File: src/rtl/mips_instr_encoder.sv
// -----------------------------------------------------------------------------
// mips_instr_encoder
//
// Streaming MIPS instruction encoder. A symbolic request (operation code plus
// register and immediate fields) goes in over a valid/ready handshake. The
// matching 32-bit machine word comes out over a second valid/ready stream.
// The pseudo-instruction LI is expanded to one or two words (LUI and/or ORI).
// Illegal operation codes are consumed without producing a word. They pulse
// err and bump a saturating error counter.
//
// Ports
//   clk        in   1   sole clock, rising edge
//   reset      in   1   synchronous, active-low
//   in_valid   in   1   request present
//   in_ready   out  1   request accepted this cycle when in_valid is also high
//   in_op      in   4   0 NOP, 1 ADDU, 2 SUBU, 3 JR, 4 ORI, 5 LW, 6 SW,
//                       7 BEQ, 8 LUI, 9 JAL, 10 J, 11 LI, 12-15 illegal
//   in_rs      in   5   source register field
//   in_rt      in   5   target register field
//   in_rd      in   5   destination register field
//   in_imm     in   32  immediate ([15:0], [25:0] or all 32 bits for LI)
//   out_valid  out  1   out_instr holds a word
//   out_ready  in   1   consumer takes the word
//   out_instr  out  32  encoded machine word
//   err        out  1   one-cycle pulse after an illegal op is accepted
//   err_cnt    out  8   illegal-op count, saturates at 255
//   word_cnt   out  16  output handshake count, wraps modulo 2^16
// -----------------------------------------------------------------------------
module mips_instr_encoder (
  input  logic        clk,
  input  logic        reset,
  input  logic        in_valid,
  output logic        in_ready,
  input  logic [3:0]  in_op,
  input  logic [4:0]  in_rs,
  input  logic [4:0]  in_rt,
  input  logic [4:0]  in_rd,
  input  logic [31:0] in_imm,
  output logic        out_valid,
  input  logic        out_ready,
  output logic [31:0] out_instr,
  output logic        err,
  output logic [7:0]  err_cnt,
  output logic [15:0] word_cnt
);

  // Request operation codes.
  localparam logic [3:0] REQ_NOP  = 4'd0;
  localparam logic [3:0] REQ_ADDU = 4'd1;
  localparam logic [3:0] REQ_SUBU = 4'd2;
  localparam logic [3:0] REQ_JR   = 4'd3;
  localparam logic [3:0] REQ_ORI  = 4'd4;
  localparam logic [3:0] REQ_LW   = 4'd5;
  localparam logic [3:0] REQ_SW   = 4'd6;
  localparam logic [3:0] REQ_BEQ  = 4'd7;
  localparam logic [3:0] REQ_LUI  = 4'd8;
  localparam logic [3:0] REQ_JAL  = 4'd9;
  localparam logic [3:0] REQ_J    = 4'd10;
  localparam logic [3:0] REQ_LI   = 4'd11;

  // MIPS primary opcodes.
  localparam logic [5:0] OPC_SPECIAL = 6'b000000;
  localparam logic [5:0] OPC_J       = 6'b000010;
  localparam logic [5:0] OPC_JAL     = 6'b000011;
  localparam logic [5:0] OPC_BEQ     = 6'b000100;
  localparam logic [5:0] OPC_ORI     = 6'b001101;
  localparam logic [5:0] OPC_LUI     = 6'b001111;
  localparam logic [5:0] OPC_LW      = 6'b100011;
  localparam logic [5:0] OPC_SW      = 6'b101011;

  // SPECIAL function codes.
  localparam logic [5:0] FN_JR   = 6'b001000;
  localparam logic [5:0] FN_ADDU = 6'b100001;
  localparam logic [5:0] FN_SUBU = 6'b100011;

  typedef enum logic {
    S_IDLE   = 1'b0,  // ready for a new request once the output slot frees
    S_SECOND = 1'b1   // LUI half of a two-word LI is on the output
  } state_t;

  state_t      r_state;
  state_t      w_next_state;

  logic        r_out_valid;
  logic [31:0] r_out_instr;
  logic        r_err;
  logic [7:0]  r_err_cnt;
  logic [15:0] r_word_cnt;
  logic [4:0]  r_li_rt;   // rt of the pending ORI half of LI
  logic [15:0] r_li_lo;   // imm[15:0] of the pending ORI half of LI

  logic        w_in_ready;
  logic        w_accept;
  logic        w_handshake;

  logic [31:0] w_first_word;
  logic        w_legal;
  logic        w_two_word;

  logic        w_load;
  logic [31:0] w_load_word;

  // ---------------------------------------------------------------------------
  // Handshake qualifiers
  // ---------------------------------------------------------------------------
  // A new request may only enter when the output slot is empty or drains this
  // same cycle. While the LUI half of LI is pending, the slot is spoken for.
  assign w_in_ready  = reset && (r_state == S_IDLE) && (!r_out_valid || out_ready);
  assign w_accept    = in_valid && w_in_ready;
  assign w_handshake = r_out_valid && out_ready;

  // ---------------------------------------------------------------------------
  // Request encoder: first (or only) word, legality and LI width
  // ---------------------------------------------------------------------------
  always_comb begin
    // NOTE: every output of a combinational block gets a default up front, so
    // no path through the case leaves a value unassigned and infers a latch.
    w_first_word = '0;
    w_legal      = 1'b1;
    w_two_word   = 1'b0;

    unique case (in_op)
      REQ_NOP:  w_first_word = 32'h0000_0000;
      REQ_ADDU: w_first_word = {OPC_SPECIAL, in_rs, in_rt, in_rd, 5'b00000, FN_ADDU};
      REQ_SUBU: w_first_word = {OPC_SPECIAL, in_rs, in_rt, in_rd, 5'b00000, FN_SUBU};
      REQ_JR:   w_first_word = {OPC_SPECIAL, in_rs, 15'b0, FN_JR};
      REQ_ORI:  w_first_word = {OPC_ORI, in_rs, in_rt, in_imm[15:0]};
      REQ_LW:   w_first_word = {OPC_LW,  in_rs, in_rt, in_imm[15:0]};
      REQ_SW:   w_first_word = {OPC_SW,  in_rs, in_rt, in_imm[15:0]};
      REQ_BEQ:  w_first_word = {OPC_BEQ, in_rs, in_rt, in_imm[15:0]};
      REQ_LUI:  w_first_word = {OPC_LUI, 5'b00000, in_rt, in_imm[15:0]};
      REQ_JAL:  w_first_word = {OPC_JAL, in_imm[25:0]};
      REQ_J:    w_first_word = {OPC_J,   in_imm[25:0]};
      REQ_LI: begin
        if (in_imm[31:16] == 16'h0000) begin
          // Fits in 16 unsigned bits: ori rt,$0,lo
          w_first_word = {OPC_ORI, 5'b00000, in_rt, in_imm[15:0]};
        end else if (in_imm[15:0] == 16'h0000) begin
          // Low half empty: lui rt,hi alone is enough
          w_first_word = {OPC_LUI, 5'b00000, in_rt, in_imm[31:16]};
        end else begin
          // lui rt,hi now; ori rt,rt,lo follows from the captured fields
          w_first_word = {OPC_LUI, 5'b00000, in_rt, in_imm[31:16]};
          w_two_word   = 1'b1;
        end
      end
      default:  w_legal = 1'b0;
    endcase
  end

  // ---------------------------------------------------------------------------
  // FSM: state register
  // ---------------------------------------------------------------------------
  always_ff @(posedge clk) begin
    // NOTE: reset is synchronous: it is only looked at on the clock edge, so it
    // lives inside the clocked block rather than in the sensitivity list.
    if (!reset) begin
      r_state <= S_IDLE;
    end else begin
      r_state <= w_next_state;
    end
  end

  // ---------------------------------------------------------------------------
  // FSM: next-state logic
  // ---------------------------------------------------------------------------
  always_comb begin
    w_next_state = r_state;
    unique case (r_state)
      S_IDLE: begin
        if (w_accept && w_legal && w_two_word) begin
          w_next_state = S_SECOND;
        end
      end
      S_SECOND: begin
        // The LUI word leaves on this handshake and the ORI word replaces it.
        if (out_ready) begin
          w_next_state = S_IDLE;
        end
      end
      default: w_next_state = S_IDLE;
    endcase
  end

  // ---------------------------------------------------------------------------
  // FSM: output logic -- which word, if any, loads into the output slot
  // ---------------------------------------------------------------------------
  always_comb begin
    w_load      = 1'b0;
    w_load_word = '0;
    unique case (r_state)
      S_IDLE: begin
        if (w_accept && w_legal) begin
          w_load      = 1'b1;
          w_load_word = w_first_word;
        end
      end
      S_SECOND: begin
        if (out_ready) begin
          w_load      = 1'b1;
          w_load_word = {OPC_ORI, r_li_rt, r_li_rt, r_li_lo};
        end
      end
      default: begin
        w_load      = 1'b0;
        w_load_word = '0;
      end
    endcase
  end

  // ---------------------------------------------------------------------------
  // Output slot, LI capture and status counters
  // ---------------------------------------------------------------------------
  always_ff @(posedge clk) begin
    // NOTE: clocked state is updated with non-blocking assignments, so every
    // register here sees the pre-edge values of the others regardless of order.
    if (!reset) begin
      r_out_valid <= 1'b0;
      r_out_instr <= '0;
      r_err       <= 1'b0;
      r_err_cnt   <= '0;
      r_word_cnt  <= '0;
      r_li_rt     <= '0;
      r_li_lo     <= '0;
    end else begin
      // A load wins over a drain, which keeps out_valid high across
      // back-to-back words. A drain with nothing new empties the slot.
      if (w_load) begin
        r_out_valid <= 1'b1;
        r_out_instr <= w_load_word;
      end else if (w_handshake) begin
        r_out_valid <= 1'b0;
      end

      if (w_accept && w_legal && w_two_word) begin
        r_li_rt <= in_rt;
        r_li_lo <= in_imm[15:0];
      end

      r_err <= w_accept && !w_legal;
      if (w_accept && !w_legal && (r_err_cnt != 8'hFF)) begin
        r_err_cnt <= r_err_cnt + 8'd1;
      end

      if (w_handshake) begin
        r_word_cnt <= r_word_cnt + 16'd1;
      end
    end
  end

  assign in_ready  = w_in_ready;
  assign out_valid = r_out_valid;
  assign out_instr = r_out_instr;
  assign err       = r_err;
  assign err_cnt   = r_err_cnt;
  assign word_cnt  = r_word_cnt;

endmodule

File: config.mk
export PLATFORM = sky130hd
export DESIGN_NAME = mips_instr_encoder
export DESIGN_NICKNAME = d
export VERILOG_FILES = /design/src/rtl/mips_instr_encoder.sv
export SDC_FILE = /design/constraint.sdc
export NUM_CORES = 1
export LEC_CHECK = 0
export CAP_MARGIN = 40
export CORE_MARGIN = 2
export CORE_UTILIZATION = 50
export DETAILED_ROUTE_END_ITERATION = 16
export HOLD_SLACK_MARGIN = 0.06
export PLACE_DENSITY = 0.84
export RECOVER_POWER = 50
export SLEW_MARGIN = 20
export SYNTH_ARGS = -nofsm -noshare
export SYNTH_HDL_FRONTEND = slang
export SYNTH_SLANG_ARGS = --single-unit
File: constraint.sdc
create_clock -name clk -period 4.6 [get_ports clk]
set_input_delay 0.92 -clock clk [delete_from_list [all_inputs] [get_ports clk]]
set_output_delay 0.92 -clock clk [all_outputs]
set_load 0.02 [all_outputs]
# After elaboration in Yosys (flattened, before gate mapping)
# Cells that the tools add are included.
word_totals:
  regBits: 80
  input_bits: 55
  out_inout_bits: 59
  word_cells: 56
op_classes:
  add_sub_neg: 2
  n_eq_ne: 12
  n_mux: 17
  bitwise_logic: 1
  reduce_logical: 16
op_table:
  columns: ["cell", "count"]
  rows:
  - ["32-bit one-hot mux with 11 select lines", 1]
  - ["32-bit one-hot mux with 2 select lines", 1]
  - ["16-bit zero test", 2]
  - ["32-bit 2-to-1 mux", 1]
  - ["30-bit 2-to-1 mux", 1]
  - ["28-bit 2-to-1 mux", 1]
  - ["16-bit by 1-bit adder with 16-bit output, second input constant", 1]
  - ["4-bit by 3-bit == test with 1-bit output, second input constant", 4]
  - ["4-bit == test, second input constant", 4]
  - ["12-bit OR reduction", 1]
  - ["1-bit 2-to-1 mux", 10]
  - ["8-bit by 1-bit adder with 8-bit output, second input constant", 1]
  - ["4-bit by 2-bit == test with 1-bit output, second input constant", 2]
  - ["1-bit logical AND", 8]
  - ["8-bit inequality test, second input constant", 1]
  - ["4-bit by 1-bit == test with 1-bit output, second input constant", 1]
  - ["4-bit zero test", 1]
  - ["1-bit one-hot mux with 2 select lines", 2]
  - ["1-bit zero test", 2]
  - ["2-bit nonzero test", 1]
  - ["1-bit logical OR", 1]
  - ["1-bit NOT", 1]

# Depth between registers and ports, before layout
logic_depth:
  word_depth: 8
  ltp_mapped: 8
  ltp_nobuf: 6

# Least setup slack after synthesis
# No wires, ideal clock.
synth_path:
  kind: "input -> output"
  startpoint: "in out_ready"
  endpoint: "out in_ready"
  arrival_ns: 1.351
  t_required_ns: 3.680
  setup_slack_ns: 2.329
  stages: 2
  n_path_buf: 0
  path_cell_list: "nand2b_1 -> and2_1"
synth_between:
  elab_chain_cells: 2
synth_lines:
  columns: ["item", "line", "text"]
  rows:
  - ["from (decl)", "40", "input logic out_ready,"]
  - ["1-bit logical OR", "108", "assign w_in_ready = reset && (r_state == S_IDLE) && (!r_out_valid || out_ready);"]
  - ["1-bit logical AND", "108", null]
  - ["to (decl)", "33", "output logic in_ready,"]
# No other way between the ends.

# Worst setup path in the final report
layout_path:
  startpoint: "in reset"
  endpoint: "reg r_out_instr[5] (netlist: out_instr[5])"
layout_between:
  elab_chain_cells: 6
  word_cells_on_any_way: 8
  cone_classes: "mux (4); reduce/logical (4)"
layout_lines:
  columns: ["item", "line", "text"]
  rows:
  - ["from (decl)", "31", "input logic reset,"]
  - ["1-bit logical AND (2 in series)", "108", null]
  - ["1-bit logical AND", "109", "assign w_accept = in_valid && w_in_ready;"]
  - ["1-bit logical AND", "193", "if (w_accept && w_legal) begin"]
  - ["32-bit 2-to-1 mux / 1-bit 2-to-1 mux (equally long branches)", "193", null]
  - ["32-bit one-hot mux with 2 select lines / 1-bit one-hot mux with 2 select lines (equally long branches)", "191", "unique case (r_state)"]
  - ["to (signal assigned)", "230", "r_out_instr <= w_load_word;"]
  - ["to (decl)", "85", "logic [31:0] r_out_instr;"]
# Several ways; a longest one is shown, not always the timed one.
# A chain may end at the register's enable or synchronous reset.

==> impl_metrics.ini <==
[synthesis]
async_flop_share = 0
yosysSeqAreaShare = 0.408
ys_warn_count = 0
synth_area_leaders = dfxtp_1 41%, a21oi_1 7.0%, nand3_1 5.0%
ys_types = 52
syn-num-nets = 528
avgSynthCellArea_sq_um = 8.24
synthesis.area_sq_mm = 0.00388
synthFlopType = dfxtp_1
yosysTopAreaCellShare = 0.408
synth_edf_count = 0
synthCells = 471
synth_top_area_cell = dfxtp_1
synth-seq-cells = 79

[clock_network]
clock_path_buffers = 2
htreeDepth = 3
post_cts_hold_buffer_count = 0
cts_tree = built
worstSkewPairLatency_ns = 0.36
cts_sinks = 79
cts.clk_slew.worst_paths_ns = 0.08
cts_buffers = 9
post_cts_buffers = 0
clockRootBuffer = clkbuf_8
cts-resized-gates = 0

[min_path]
hold_depth = 2
holdCritPathClass = reg2reg

[power]
p_switching_mw = 0.397
p_sw_frac = 0.258
pwr-share-comb = 0.152
power.leakage_nw = 2.14
p_clk_frac = 0.387
peakVddDrop_uv = 144
power_density_mw_per_mm2 = 293
p_int_mw = 1.14
sequentialPowerShare = 0.461

[final_layout]
drive_above_1_share = 0.0541
final_util = 0.692
nFillCells = 609
area_growth_pct = 35.7
final_nets = 625
final_common_cell = dfxtp_1
diodes = 0
seqCellArea_sq_mm = 0.00158
final_area_sq_mm = 0.00526
multi_input_area_sq_mm = 0.00211
final_cell_mix = 79 x dfxtp_1, 57 x clkdlybuf4s50_1, 55 x dlygate4sd3_1

[placed_design]
place_area_sq_mm = 0.00504
port_buffers = 112
dp_hpwl_mm = 8.21
place_ws_ns = 1.06
gp_congestion = 0.956

[sta]
hold_violations = 0
setup_slack_ns = 0.775
relSlewSlack = -0.0813
period_needed_ns = 3.82
tightest_slew_ns = 1.62
rsz0062_at_grt = no
fin_hold_ws_ns = 0.461
fmax_ghz = 0.261
drv_slew = 34
finalSetupViolations = 0
clock_skew_ns = 0.00657
finalSetupTns_ns = 0
post-route-period-util = 0.831

[critical_path]
critPathMaxStageDelay_ns = 1.18
worstPathRequired_ns = 4.86
crit_path_top_delay_cell = clkbuf_1
reg2regPathDepth = 4
cp.arrival_ns = 4.09
path_max_fanout = 37
startpoint_type = primary input
end_kind = register
path_cells = dlygate4sd3_1, clkbuf_1, inv_1, buf_12, o32ai_1
worstSetupPathType = in2reg

[grt]
grt_pass1_wl_mm = 18.6
grt_pass1_vias = 3855
grt-ovfl-total = 0
grt_max_degree = 38
track_usage = 0.276
antenna_found_initial = 0

[outcome]
violations = capacitance limit, slew limit
status = finished, violations left

[detailed_routing]
final_antenna_net_count = 0
wl_mm = 11.7
via_per_inst = 6.04
via_count = 4076
wl_per_cell_microns = 17.3
drt_first_pass_iters = 5
remaining_drc_errors = 0
drt_iter0_drc = 247

[floorplan]
fp.dieW_microns = 92.1
placementRows = 32
core_sq_mm = 0.00761
die_area_sq_mm = 0.00848
initial_core_util = 0.510
fp.dieH_microns = 92.1
pin_count = 114

[run]
drv_cap = 1
-- metrics by stage --
| stage | total power [mW] | cells |
|---|---|---|
| finish | 1.54 | 675 |
| global route | 1.59 | 675 |
| CTS | 1.55 | 675 |
| detailed placement | 0.961 | 659 |
| global placement | 0.953 | 657 |
| floorplan | 0.846 | 471 |
-- synth_stat cells, types with 5 or more instances --
master,n
nor2_1,33
a22oi_1,17
o21ai_0,9
xnor2_1,9
nand2b_1,6
xor2_1,5
o211ai_1,6
a21oi_1,54
mux2i_1,15
dfxtp_1,79
o22ai_1,16
nand3_1,39
and2_1,8
nor2b_1,5
nand2_1,46
nand4_1,9
a2bb2oi_1,5
clkbuf_1,12
buf_2,11
inv_1,8
o21ai_1,5
and3_1,18
nor4_1,9
buf_4,5
-- sequential cells by signal (all words and copies together), names as in the netlist --
register and cells:
out_instr 31, r_state 1, word_cnt 16, r_li_rt 5
out_valid 1, r_li_lo 16, err_cnt 8, err 1
-- routing by layer --
metal,GRT usage,vias to the layer above,wire length (microns)
li1,-,1911,-
met1,0.350,1930,4830
met2,0.454,208,5710
met3,0.0493,27,863
met4,0.129,0,289
met5,0,-,0
-- critical path, delay by kind of cell --
kind / cells / cell delay [ns]
compound gates: 1 / 0.28
buf+inv: 4 / 2.88
-- power groups by stage --
| stage | Clock (mW) | Combinational, mW | Sequential, mW |
|---|---|---|---|
| after floorplan | 0 | 0.103 | 0.742 |
| after detailed placement | 0 | 0.235 | 0.726 |
| after global routing | 0.631 | 0.250 | 0.712 |
| after CTS | 0.602 | 0.237 | 0.710 |
| final | 0.597 | 0.234 | 0.710 |
| after global placement | 0 | 0.227 | 0.726 |
-- final timing paths --
kind                                 from                        end  slack (ns)
setup reg to reg   out_valid$_SDFFE_PN0P_   r_li_lo[11]$_SDFFE_PN0P_        2.51
hold reg to reg   r_li_lo[8]$_SDFFE_PN0P_    r_li_lo[8]$_SDFFE_PN0P_        0.46
hold / removal    r_li_lo[8]$_SDFFE_PN0P_    r_li_lo[8]$_SDFFE_PN0P_        0.46
setup / recovery                    reset  out_instr[5]$_SDFFE_PN0P_        0.78
-- area by class of cell --
class	instances	share of cell area
well taps	102	0.0242
inverters	9	0.00642
multi-input cells	351	0.400
clock buffers	12	0.0295
repair buffers	118	0.225
clock inverters	4	0.0145
flip-flops and latches	79	0.300
-- cell families (layout without fill, tap and decap cells) --
| logic type | Yosys count | after routing | share of synthesized area |
|---|---|---|---|
| simple gates | 189 | 189 | 0.250 |
| compound gates | 129 | 129 | 0.211 |
| flops | 79 | 79 | 0.408 |
| buf+inv | 41 | 143 | 0.0500 |
| xor+xnor | 15 | 15 | 0.0358 |
| mux | 15 | 15 | 0.0387 |
| fa+ha+maj | 2 | 2 | 0.00645 |
| other cells | 1 | 1 | 0.000967 |
No activity file was read; power rests on OpenSTA's default activity.
==> edit, RTL diff (same settings) <==
Put one more register stage on the output `word_cnt`, cleared by the reset. The value now appears one clock later. The other outputs are not delayed to match.
--- a/src/rtl/mips_instr_encoder.sv
+++ b/src/rtl/mips_instr_encoder.sv
@@ -255,3 +255,9 @@
   assign err_cnt   = r_err_cnt;
-  assign word_cnt  = r_word_cnt;
+  always_ff @(posedge clk) begin
+    if (!reset) begin
+      word_cnt <= '0;
+    end else begin
+      word_cnt <= r_word_cnt;
+    end
+  end
 
Function: changed (Yosys sat finds a counterexample within 4 cycles, from zero or initial values and one cycle with reset low).
==> edit against the original RTL <==
The flow still finishes with violations (max-capacitance violations, max-slew violations). Sequential power increased by 19%. Power increased by 2.2%. Sequential cell count rose by 16. Wire length is 1.3% lower. Sequential share of layout area up 4.7 points. Clock skew up 0.0013 ns. Hold slack improved by 0.022 ns. Synthesized area increased by 7.1%. Final area grew 3.9%. Critical endpoint is now out_instr[1]. Maximum frequency is 1.8% higher. Setup slack improved by 0.067 ns. Largest power group unchanged.
==> edit: results (changes against the original RTL) <==
Power and ir drop
  • Overall power: 1.575 mW (+2.2%)
  • P_seq: 0.844 mW (+19%)
  • Clock Power Share: 33.1% (-5.6 points)
  • Worst VDD drop: 0.1400 mV (-3.0%)
  • P_leak: 2.174 nW (+1.6%)
  • Switching part of the total: 26.43% (+0.67 points)

Place
  • Pre-CTS setup slack: 0.8994 ns (-0.1574 ns)
  • GPL Wtd Cong: 0.9083 (-5.0%)
  • Hpwl dp: 8149 µm (-0.79%)
  • Inst Count DP: 660 (+0.15%)
  • Post-Place Cell Area: 5289 µm² (+5.0%)

Global route
  • Vias in the first global route: 3,808 (-1.2%)
  • First-pass GRT wire length: 18,380 µm (-1.1%)
  • Gr usage total: 26.02% (-1.6 points)

STA
  • Clk_skew: 0.007848 ns (+0.001274 ns)
  • Worst slew pin tran: 2.511 ns (+0.8893 ns)
  • Hold WS: 0.4834 ns (+0.02233 ns)
  • Max Slew Vio Count: 64 (+88%)

Run status
  • Outcome: complete, but fails checks
  • Failing checks: max-capacitance violations, max-slew violations

Final layout
  • Logic inverters: 16 (+7)
  • Number of fill cells: 656 (+7.7%)
  • Non-clk buf share: 21.16% (-1.3 points)
  • Area grow syn2layout: 31.62%
  • Multi-input gates: 326 (-7.1%)
  • Post-route non-filler standard cell count: 676 (+0.15%)

Yosys
  • Largest cells by area after synthesis: dfxtp_1 46%, a22oi_1 5.1%, nand3_1 4.6%
  • XOR/XNOR Fraction of Synth Area: 3.794% (+0.21 points)
  • Mux contribution to synthesized area: 1.777% (-2.1 points)
  • Top post-synthesis cells by count: 95 x dfxtp_1, 38 x nand3_1, 33 x nor2_1
  • Syn avg cell area: 8.803 µm² (+6.9%)
  • Adder-cell area share of the yosys netlist: 1.807% (+1.2 points)
  • Post-synth net total: 533 (+0.95%)
  • Compound-gate portion of the synthesized area: 20.69% (-0.38 points)
  • Netlist cell types: 44 (-15%)

Route
  • First-pass DRT Iterations: 6 (+1)

Clock network
  • Clock Sinks: 95 (+20%)

Worst setup path
  • WP data arrival: 3.99 ns (-0.10 ns)
  • Crit-path max FO: 63 (+70%)
  • Reg2reg end: r_li_rt[2]
  • Cell depth of the worst flop-to-flop path: 6 (+2)
  • Max incr delay on CP: 1.79 ns (+0.61 ns)

Flow run
  • Maxcap violations: 1 (unchanged)
## edit: cell types whose count changed after synthesis, sizes merged, moves of 9 or more
cell    delta
clkbuf    +10
dfxtp     +16
and3      -13
nand2     -14
a22o       +9
mux2i     -11
a21oi     -39
o21ai     +10
a22oi     +11
and2      +13
## edit: how the worst max path moves through the flow
stage | slack [ns] | endpoint | cells after the start | startpoint
final | 0.84 | out_instr[1] | 8 | reset
after global routing | 0.50 | out_instr[1] | 8 | reset
after CTS | 1.25 | in_ready | 4 | out_ready
after detailed placement | 0.90 | r_li_lo[4] | 9 | in_op[2]
after global placement | 1.03 | r_li_rt[2] | 9 | in_op[2]
after floorplan | 2.21 | out_instr[10] | 8 | in_op[2]
## edit: layer usage
metal | up-vias | share of wire [%] | GRT usage [%]
met5 | - | 0 | 0
met4 | 0 | 1.9 | 10.27
met3 | 24 | 8.1 | 4.664
met2 | 215 | 49 | 42.78
met1 | 1903 | 41 | 33.91
li1 | 1900 | - | -
